File: config.mk
export PLATFORM = sky130hd
export DESIGN_NAME = cpu_step_ctrl_flat
export DESIGN_NICKNAME = d
export VERILOG_FILES = /design/src/rtl/cpu_step_ctrl_pkg.sv /design/src/rtl/cpu_step_ctrl_if.sv /design/src/rtl/cpu_step_ctrl_key_debounce.sv /design/src/rtl/cpu_step_ctrl.sv /design/src/flat_wrapper.sv
export SDC_FILE = /design/constraint.sdc
export NUM_CORES = 1
export LEC_CHECK = 0
export CORE_MARGIN = 5
export CORE_UTILIZATION = 55
export DETAILED_ROUTE_END_ITERATION = 8
export PLACE_DENSITY_LB_ADDON = 0.2
export SYNTH_ARGS = -nofsm -noshare
export SYNTH_HDL_FRONTEND = slang
export SYNTH_SLANG_ARGS = --single-unit
File: constraint.sdc
create_clock -name clk -period 4.7 [get_ports clk]
set_input_delay 1.41 -clock clk [delete_from_list [all_inputs] [get_ports clk]]
set_output_delay 1.41 -clock clk [all_outputs]
set_load 0.005 [all_outputs]
File: src/rtl/cpu_step_ctrl_pkg.sv
// cpu_step_ctrl_pkg: shared debounce state encoding, default timing constants and width helper
package cpu_step_ctrl_pkg;
    localparam int DEBOUNCE_CYCLES_DEF = 500000;
    localparam int RUN_DIV_DEF = 8388608;
    typedef enum logic [1:0] {DB_IDLE, DB_PRESS_WAIT, DB_HELD, DB_REL_WAIT} db_state_t;
    function automatic int cnt_w(input int n);
        return (n > 1) ? $clog2(n) : 1;
    endfunction
endpackage

File: src/rtl/cpu_step_ctrl_if.sv
// cpu_step_ctrl_if: board keys in, CPU clock-enable and debug outputs
interface cpu_step_ctrl_if;
    logic        key_step_n;
    logic        key_mode_n;
    logic        cpu_ce;
    logic        run_mode;
    logic [15:0] step_count;
    logic        heartbeat;
    modport master (output key_step_n, key_mode_n, input cpu_ce, run_mode, step_count, heartbeat);
    modport slave (input key_step_n, key_mode_n, output cpu_ce, run_mode, step_count, heartbeat);
endinterface

File: src/rtl/cpu_step_ctrl_key_debounce.sv
// key_debounce: 2-flop synchronizer plus debounce FSM, one-cycle pulse per accepted press
module key_debounce
    import cpu_step_ctrl_pkg::*;
#(
    parameter int DEBOUNCE_CYCLES = DEBOUNCE_CYCLES_DEF
) (
    input  logic clk,
    input  logic rst,
    input  logic key_n_i,
    output logic press_o
);
    localparam int CW = cnt_w(DEBOUNCE_CYCLES);
    localparam logic [CW-1:0] LAST = CW'(DEBOUNCE_CYCLES - 1);
    logic          sync1_q, sync2_q;
    db_state_t     state_q, state_d;
    logic [CW-1:0] cnt_q, cnt_d;
    // synchronizer idles released; FSM and counter registers
    always_ff @(posedge clk) begin
        if (rst) begin
            sync1_q <= 1'b1;
            sync2_q <= 1'b1;
            state_q <= DB_IDLE;
            cnt_q   <= '0;
        end else begin
            sync1_q <= key_n_i;
            sync2_q <= sync1_q;
            state_q <= state_d;
            cnt_q   <= cnt_d;
        end
    end
    // counter defaults to 0 so every state entry and every stable state clears it
    always_comb begin
        state_d = state_q;
        cnt_d   = '0;
        press_o = 1'b0;
        case (state_q)
            DB_IDLE:       if (!sync2_q) state_d = DB_PRESS_WAIT;
            DB_PRESS_WAIT: begin
                if (sync2_q) state_d = DB_IDLE;
                else if (cnt_q == LAST) begin
                    state_d = DB_HELD;
                    press_o = 1'b1;
                end else cnt_d = cnt_q + 1'b1;
            end
            DB_HELD:       if (sync2_q) state_d = DB_REL_WAIT;
            DB_REL_WAIT: begin
                if (!sync2_q) state_d = DB_HELD;
                else if (cnt_q == LAST) state_d = DB_IDLE;
                else cnt_d = cnt_q + 1'b1;
            end
            default:       state_d = DB_IDLE;
        endcase
    end
endmodule

File: src/rtl/cpu_step_ctrl.sv
// cpu_step_ctrl: step/run clock-enable generator for a single-clock CPU with debug counters
module cpu_step_ctrl
    import cpu_step_ctrl_pkg::*;
#(
    parameter int DEBOUNCE_CYCLES = DEBOUNCE_CYCLES_DEF,
    parameter int RUN_DIV = RUN_DIV_DEF
) (
    input logic clk,
    input logic rst,
    cpu_step_ctrl_if.slave bus
);
    localparam int DW = cnt_w(RUN_DIV);
    localparam logic [DW-1:0] DIV_LAST = DW'(RUN_DIV - 1);
    logic          step_p, mode_p;
    logic          run_mode_q, run_mode_d, cpu_ce_q, cpu_ce_d, hb_q, hb_d;
    logic [DW-1:0] div_q, div_d;
    logic [15:0]   step_count_q, step_count_d;
    key_debounce #(.DEBOUNCE_CYCLES(DEBOUNCE_CYCLES)) u_step (
        .clk(clk), .rst(rst), .key_n_i(bus.key_step_n), .press_o(step_p)
    );
    key_debounce #(.DEBOUNCE_CYCLES(DEBOUNCE_CYCLES)) u_mode (
        .clk(clk), .rst(rst), .key_n_i(bus.key_mode_n), .press_o(mode_p)
    );
    // a mode press overrides both the divider terminal and a simultaneous step press
    always_comb begin
        run_mode_d   = run_mode_q ^ mode_p;
        div_d        = (mode_p || !run_mode_q || div_q == DIV_LAST) ? '0 : div_q + 1'b1;
        cpu_ce_d     = !mode_p && (run_mode_q ? div_q == DIV_LAST : step_p);
        step_count_d = step_count_q + {15'd0, cpu_ce_d};
        hb_d         = hb_q ^ cpu_ce_d;
    end
    // registered enable and counters, all updated together with the pulse
    always_ff @(posedge clk) begin
        if (rst) begin
            run_mode_q   <= 1'b0;
            div_q        <= '0;
            cpu_ce_q     <= 1'b0;
            step_count_q <= '0;
            hb_q         <= 1'b0;
        end else begin
            run_mode_q   <= run_mode_d;
            div_q        <= div_d;
            cpu_ce_q     <= cpu_ce_d;
            step_count_q <= step_count_d;
            hb_q         <= hb_d;
        end
    end
    assign bus.cpu_ce     = cpu_ce_q;
    assign bus.run_mode   = run_mode_q;
    assign bus.step_count = step_count_q;
    assign bus.heartbeat  = hb_q;
endmodule

File: src/flat_wrapper.sv
// flat-port wrapper written by rule: the top's interface ports become plain ports
module cpu_step_ctrl_flat import cpu_step_ctrl_pkg::*;
#(
    parameter int DEBOUNCE_CYCLES = DEBOUNCE_CYCLES_DEF,
    parameter int RUN_DIV = RUN_DIV_DEF
)
  (clk, rst, bus_key_step_n, bus_key_mode_n, bus_cpu_ce, bus_run_mode, bus_step_count, bus_heartbeat);
  cpu_step_ctrl_if bus_i ();
  input logic clk;
  input logic rst;
  input wire logic [$bits(bus_i.key_step_n)-1:0] bus_key_step_n;
  input wire logic [$bits(bus_i.key_mode_n)-1:0] bus_key_mode_n;
  output wire logic [$bits(bus_i.cpu_ce)-1:0] bus_cpu_ce;
  output wire logic [$bits(bus_i.run_mode)-1:0] bus_run_mode;
  output wire logic [$bits(bus_i.step_count)-1:0] bus_step_count;
  output wire logic [$bits(bus_i.heartbeat)-1:0] bus_heartbeat;
  assign bus_i.key_step_n = bus_key_step_n;
  assign bus_i.key_mode_n = bus_key_mode_n;
  assign bus_cpu_ce = bus_i.cpu_ce;
  assign bus_run_mode = bus_i.run_mode;
  assign bus_step_count = bus_i.step_count;
  assign bus_heartbeat = bus_i.heartbeat;
  cpu_step_ctrl #(.DEBOUNCE_CYCLES(DEBOUNCE_CYCLES), .RUN_DIV(RUN_DIV)) u_core (.clk(clk), .rst(rst), .bus(bus_i));
endmodule
==> results of run 1 <==
## worst max-delay path: cells and delay by family (launching register included)
family	cells	cell delay (ps)
AO/OA/AOI/OAI	1	260
XOR/XNOR	1	150
adder cells (fa/ha/maj)	3	630
flip-flops	1	370
AND/OR/NAND/NOR	7	1440
## stage by stage
stage / setup slack, ps / total power [mW] / cell area (sq um) / hold WS (ps)
floorplan: 2120 / 0.772 / 3700 / 389
finish: 1740 / 1.35 / 4220 / 414
global placement: 1770 / 0.775 / 3980 / 393
CTS: 1760 / 1.37 / 4220 / 415
detailed placement: 1740 / 0.776 / 3980 / 394
global route: 1470 / 1.40 / 4220 / 450
## synthesized netlist by cell type
cell	n	share of area
or2_2	6	0.010
or4b_1	3	0.0081
nand2_1	24	0.024
xnor2_1	22	0.052
o211ai_4	1	0.0058
nor3_1	9	0.012
nor4_1	8	0.014
nand3_1	30	0.041
clkbuf_1	7	0.0071
and4_1	6	0.014
nor2_1	91	0.092
and2_1	2	0.0034
nand4_1	20	0.034
a21oi_1	6	0.0081
nand4b_1	1	0.0024
nor3_4	1	0.0044
nand3_2	1	0.0027
nor4_2	1	0.0034
o21a_1	1	0.0020
or3_4	2	0.0061
o21ai_0	4	0.0054
or3_1	4	0.0068
nand2b_1	2	0.0034
inv_1	9	0.0091
and3_1	6	0.010
buf_6	1	0.0030
ha_1	6	0.020
buf_2	1	0.0014
a32oi_1	1	0.0024
dfxtp_1	88	0.48
a31o_2	1	0.0024
xor2_1	46	0.11
nor2b_1	2	0.0034
## final timing paths
| path | depth (start not counted) | from | endpoint | slack [ps] |
|---|---|---|---|---|
| setup reg to reg | 12 | u_core.u_step.cnt_q[0] | u_core.bus.step_count[12] | 1740 |
| hold / removal | 1 | u_core.u_mode.sync1_q | u_core.u_mode.sync2_q | 410 |
| setup / recovery | 12 | u_core.u_step.cnt_q[0] | u_core.bus.step_count[12] | 1740 |
| hold reg to reg | 1 | u_core.u_mode.sync1_q | u_core.u_mode.sync2_q | 410 |
## kinds of logic after synthesis
family                   count (synthesis)  synth area share
AND/OR/NAND/NOR                        219             0.295
flip-flops                              88             0.476
XOR/XNOR                                68             0.161
buffers and inverters                   18            0.0206
AO/OA/AOI/OAI                           14            0.0261
adder cells (fa/ha/maj)                  6            0.0203
## report_power, final
group          internal [mW]  switching (mW)  total, mW
logic                0.00469         0.00517    0.00986
registers              0.747         0.00110      0.748
clock network          0.344           0.249      0.593
## final cells by class
type	count	area, sq um	area share
clock buffer	12	165	0.0392
timing repair buffer	23	228	0.0540
inverter	9	33.8	0.00801
clock inverter	4	73.8	0.0175
multi-input combinational	307	1860	0.441
sequential	88	1760	0.418
tap	77	96.3	0.0228
## flip-flops by register name, summed over array words and instances (netlist names), named ones only
| signal | count |
|---|---|
| u_core.bus.step_count | 16 |
| u_core.u_mode.sync2_q | 1 |
| u_core.u_step.sync1_q | 1 |
| u_core.u_mode.sync1_q | 1 |
| u_core.u_step.state_q | 1 |
| u_core.u_step.sync2_q | 1 |
| u_core.u_step.cnt_q | 19 |
| u_core.u_mode.cnt_q | 19 |
| u_core.bus.heartbeat | 1 |
| u_core.u_mode.state_q | 1 |
| u_core.div_q | 23 |
| u_core.bus.run_mode | 1 |
| u_core.bus.cpu_ce | 1 |
## layer usage
metal / vias to the layer above / track usage / part of all wire
met5: - / 0 / 0
met3: 9 / 0.0401 / 0.027
met2: 30 / 0.284 / 0.49
met4: 0 / 0.0495 / 0.011
met1: 1257 / 0.193 / 0.47
li1: 1445 / - / -
==> metrics, run 1 <==
DIE WIDTH 92.0 microns; filler cell count 571; IO buf count 22; sequential share of the synthesized area 0.476; max cap viols 0; min Tclk post-route 2960 ps; Yosys reg bits 88; unrepaired setup endpoints after global routing no; final hold vios 0; crit path kind flip-flop to flip-flop; Site Rows 29; HP Class flip-flop to flip-flop; CP peak stage delay 420 ps; Final Wtd Congestion 0.810; post-route ant nets 0; postcts setup bufs 0; clk slew on worst S/H paths 80 ps; max-slew violations 0; Core ar. 0.00646 sq mm; Root Driver clkbuf_8; highest-count cells in the layout ignoring fill and taps nor2_1 (91), dfxtp_1 (88), xor2_1 (46); pwr/cell area 320 mW/mm^2; final worst path period share 0.630; Critical Path Sink Type flip-flop; total vias in the final route 2741; fmax 338 MHz; Yosys cell types 33; die area 0.00846 sq mm; CTS tree built; Post-CTS Hold Fix Bufs 0; DR iter-0 viols 105; DP HPWL 4.42 mm; crit path max fanout 4; Worst VDD drop 0.222 mV; Max clock buf depth 2; Initial Util 0.572; Worst Max-Slew Pin Slew 627 ps; grt total ovfl 0; TritonCTS Sinks 88; share of cells above drive strength 1 0.0677; Ports 23; Via-to-Cell Ratio 5.27; Post-CTS Resized 0; # nets final 448; Leakage 1.36 nW; Critical Path AT 3190 ps; placed instance count 504; Synth Warn # 0; Clock Skews 6.54 ps; # setup viols final 0; Die Y 92.0 microns; final core occ 0.653; largest net degree at the start of global routing 29; WP data required 4930 ps; WL/cell 12.2 microns; antenna violations before repair 0; global-route wire length before repair 11.4 mm; Area Growth Syn to Fin 14.1%; commonest non-fill, non-tap cell in the layout nor2_1; Syn Nets 423; drt pass-1 iters 4; worst-path cell chain ha_1 > nand4_1 > nor4_1 > a32oi_1 > nor2_1 > ha_1 > ha_1 > nand2_1 > nor4_1 > nand2_1 > xor2_1 > nor2_1; Synth Cell Area 0.00370 sq mm; crit-path most repeated cell ha_1; Gate Count Post-Synth 413; Avg Inst Size Synth 8.95 sq um; Total Neg Setup Slack 0 ps; vias in the first global route 2683; status finished, final reports clean; Skew-Pair Late Insertion Delay 340 ps; CP max stage cell nor4_1; CTS H-tree lvls 3; fin cells 520; Max-Slew Margin vs Limit 0.579; Startpoint Class flip-flop; GRT Util Overall 0.161; # DRC 0; total wire length 6.36 mm; Inserted Diodes 0; TritonCTS Buffers 9
Note: power is estimated with default switching activity, not from simulation.
==> run 2, diff against run 1 <==
- clock period: 4.7 -> 2.8 ns (I/O delays scaled with it)
==> run 2 against run 1 <==
Hold slack improved by 7.3 ps; highest routed layer unchanged; largest power group unchanged; core utilization rose by 1.2 points; sequential power rose by 68%; critical endpoint is now u_core.bus.step_count[10]; non-clock buffer count rose by 7; critical path type unchanged.
==> metrics, run 2 (synthesized netlist as in run 1, its figures left out) <==
crit path kind flip-flop to flip-flop; pwr/cell area 505 mW/mm^2 (+58%); CTS H-tree lvls 3 (unchanged); total vias in the final route 2789 (+1.8%); Critical Path Sink Type flip-flop; Core ar. 0.00646 sq mm (unchanged); multi-input logic area 0.00191 sq mm (+2.8%); biggest regs u_core.div_q x23, u_core.u_mode.cnt_q x19, u_core.u_step.cnt_q x19; # setup viols final 0 (unchanged); design area 0.00429 sq mm (+1.8%); register area 0.00176 sq mm (+0.14%); TritonCTS Sinks 88 (unchanged); CTS tree built; Final Wtd Congestion 0.803 (-0.79%); Critical Path AT 2880 ps (-310 ps); share of cells above drive strength 1 0.100 (+0.0323); final worst path period share 0.944 (+0.313); DP HPWL 4.43 mm (+0.24%); min Tclk post-route 2640 ps (-320 ps); die area 0.00846 sq mm (unchanged); Ports 23 (unchanged); TritonCTS Buffers 9 (unchanged); Most flops, register u_core.div_q; Leakage 1.40 nW (+2.6%); Startpoint Class flip-flop; largest net degree at the start of global routing 23 (-21%); filler cell count 535 (-6.3%); HP Class flip-flop to flip-flop; Worst Max-Slew Pin Slew 689 ps (+61.5 ps); max cap viols 0 (unchanged); crit path max fanout 3 (-1); total wire length 6.54 mm (+2.8%); Site Rows 29 (unchanged); # nets final 455 (+1.6%); fmax 378 MHz (+12%); placed instance count 510 (+1.2%); drt pass-1 iters 6 (+2); Die Y 92.0 microns (unchanged); status finished, final reports clean; antenna violations before repair 0 (unchanged); global-route wire length before repair 11.7 mm (+2.4%); final hold vios 0 (unchanged); Area Growth Syn to Fin 16.1%; Max clock buf depth 2 (unchanged); Worst VDD drop 0.421 mV (+90%); GRT Util Overall 0.166 (+0.00517); # DRC 0 (unchanged); R2R Setup Slk 160 ps (-1580 ps); highest-count cells in the layout ignoring fill and taps nor2_1 (91), dfxtp_1 (86), xor2_1 (46); Skew-Pair Late Insertion Delay 350 ps (about the same); DIE WIDTH 92.0 microns (unchanged); DR iter-0 viols 99 (-5.7%); IO buf count 22 (unchanged); fin cells 527 (+1.3%); grt total ovfl 0 (unchanged); Root Driver clkbuf_8; Via-to-Cell Ratio 5.29 (+0.40%); vias in the first global route 2651 (-1.2%); Initial Util 0.572 (unchanged); Final Power 2.17 mW (+61%); placed instance area 0.00402 sq mm (+1.1%); max FFs per register 23 (unchanged); WP data required 3040 ps (-1890 ps); Inserted Diodes 0 (unchanged); Clock Skews 8.06 ps (+1.52 ps); WL/cell 12.4 microns (+1.4%); clk slew on worst S/H paths 80 ps (about the same); commonest non-fill, non-tap cell in the layout nor2_1; max-slew violations 0 (unchanged); post-route ant nets 0 (unchanged); Max-Slew Margin vs Limit 0.537 (-0.0413)
[run 2: per-stage QoR]
step           worst slack [ps]  utilization  hold WS (ps)  setup TNS, ps
4_1_cts                   0.413        0.655           418              0
5_1_grt                   -26.4        0.665           427          -26.4
3_3_place_gp                176        0.623           393              0
6_report                    158        0.665           421              0
2_1_floorplan               223            -           389              0
3_5_place_dp               99.0        0.623           398              0
[run 2: cell type report]
| class | count | share of cell area |
|---|---|---|
| flip-flops and latches | 88 | 0.411 |
| clock buffers | 12 | 0.0361 |
| repair buffers | 30 | 0.0653 |
| clock inverters | 4 | 0.0122 |
| multi-input cells | 307 | 0.445 |
| inverters | 9 | 0.00787 |
| well taps | 77 | 0.0224 |
[run 2: layer usage]
metal  wire length, microns  GRT usage  part of all wire  up-vias
li1                       -          -                 -     1453
met1                   3130      0.210              0.48     1296
met2                   3080      0.274              0.47       32
met3                    254     0.0540             0.039        8
met4                     75     0.0446             0.011        0
met5                      0          0                 0        -
[run 2: where the power goes]
group,total (mW),switching [mW],leakage (nW),internal [mW]
Combinational,0.0170,0.00913,0.580,0.00789
Sequential,1.26,0.00203,0.711,1.25
Clock,0.896,0.433,0.107,0.463
[run 2: worst paths after layout]
path         depth (start not counted)                   start                   endpoint
max                                 11  u_core.u_mode.cnt_q[6]  u_core.bus.step_count[10]
min reg2reg                          1   u_core.u_mode.sync1_q      u_core.u_mode.sync2_q
max reg2reg                         11  u_core.u_mode.cnt_q[6]  u_core.bus.step_count[10]
min                                  1   u_core.u_mode.sync1_q      u_core.u_mode.sync2_q
[run 2: worst max-delay path, cell delays in order (launching register included)]
cell	delay (ps)
dfxtp_1	330
or4b_1	540
or3_4	410
nor3_4	170
nor2_1	70
ha_1	220
ha_2	210
nand2_2	110
nor3_2	60
and4_1	220
xnor2_1	140
nor2_1	60
[run 2: repair_timing]
action / CTS / global route
hold buffers: 0 / 0
setup endpoints to repair: 0 / 7
hold endpoints to repair: 0 / 0
buffers inserted: 0 / 1
resized for setup: 0 / 11
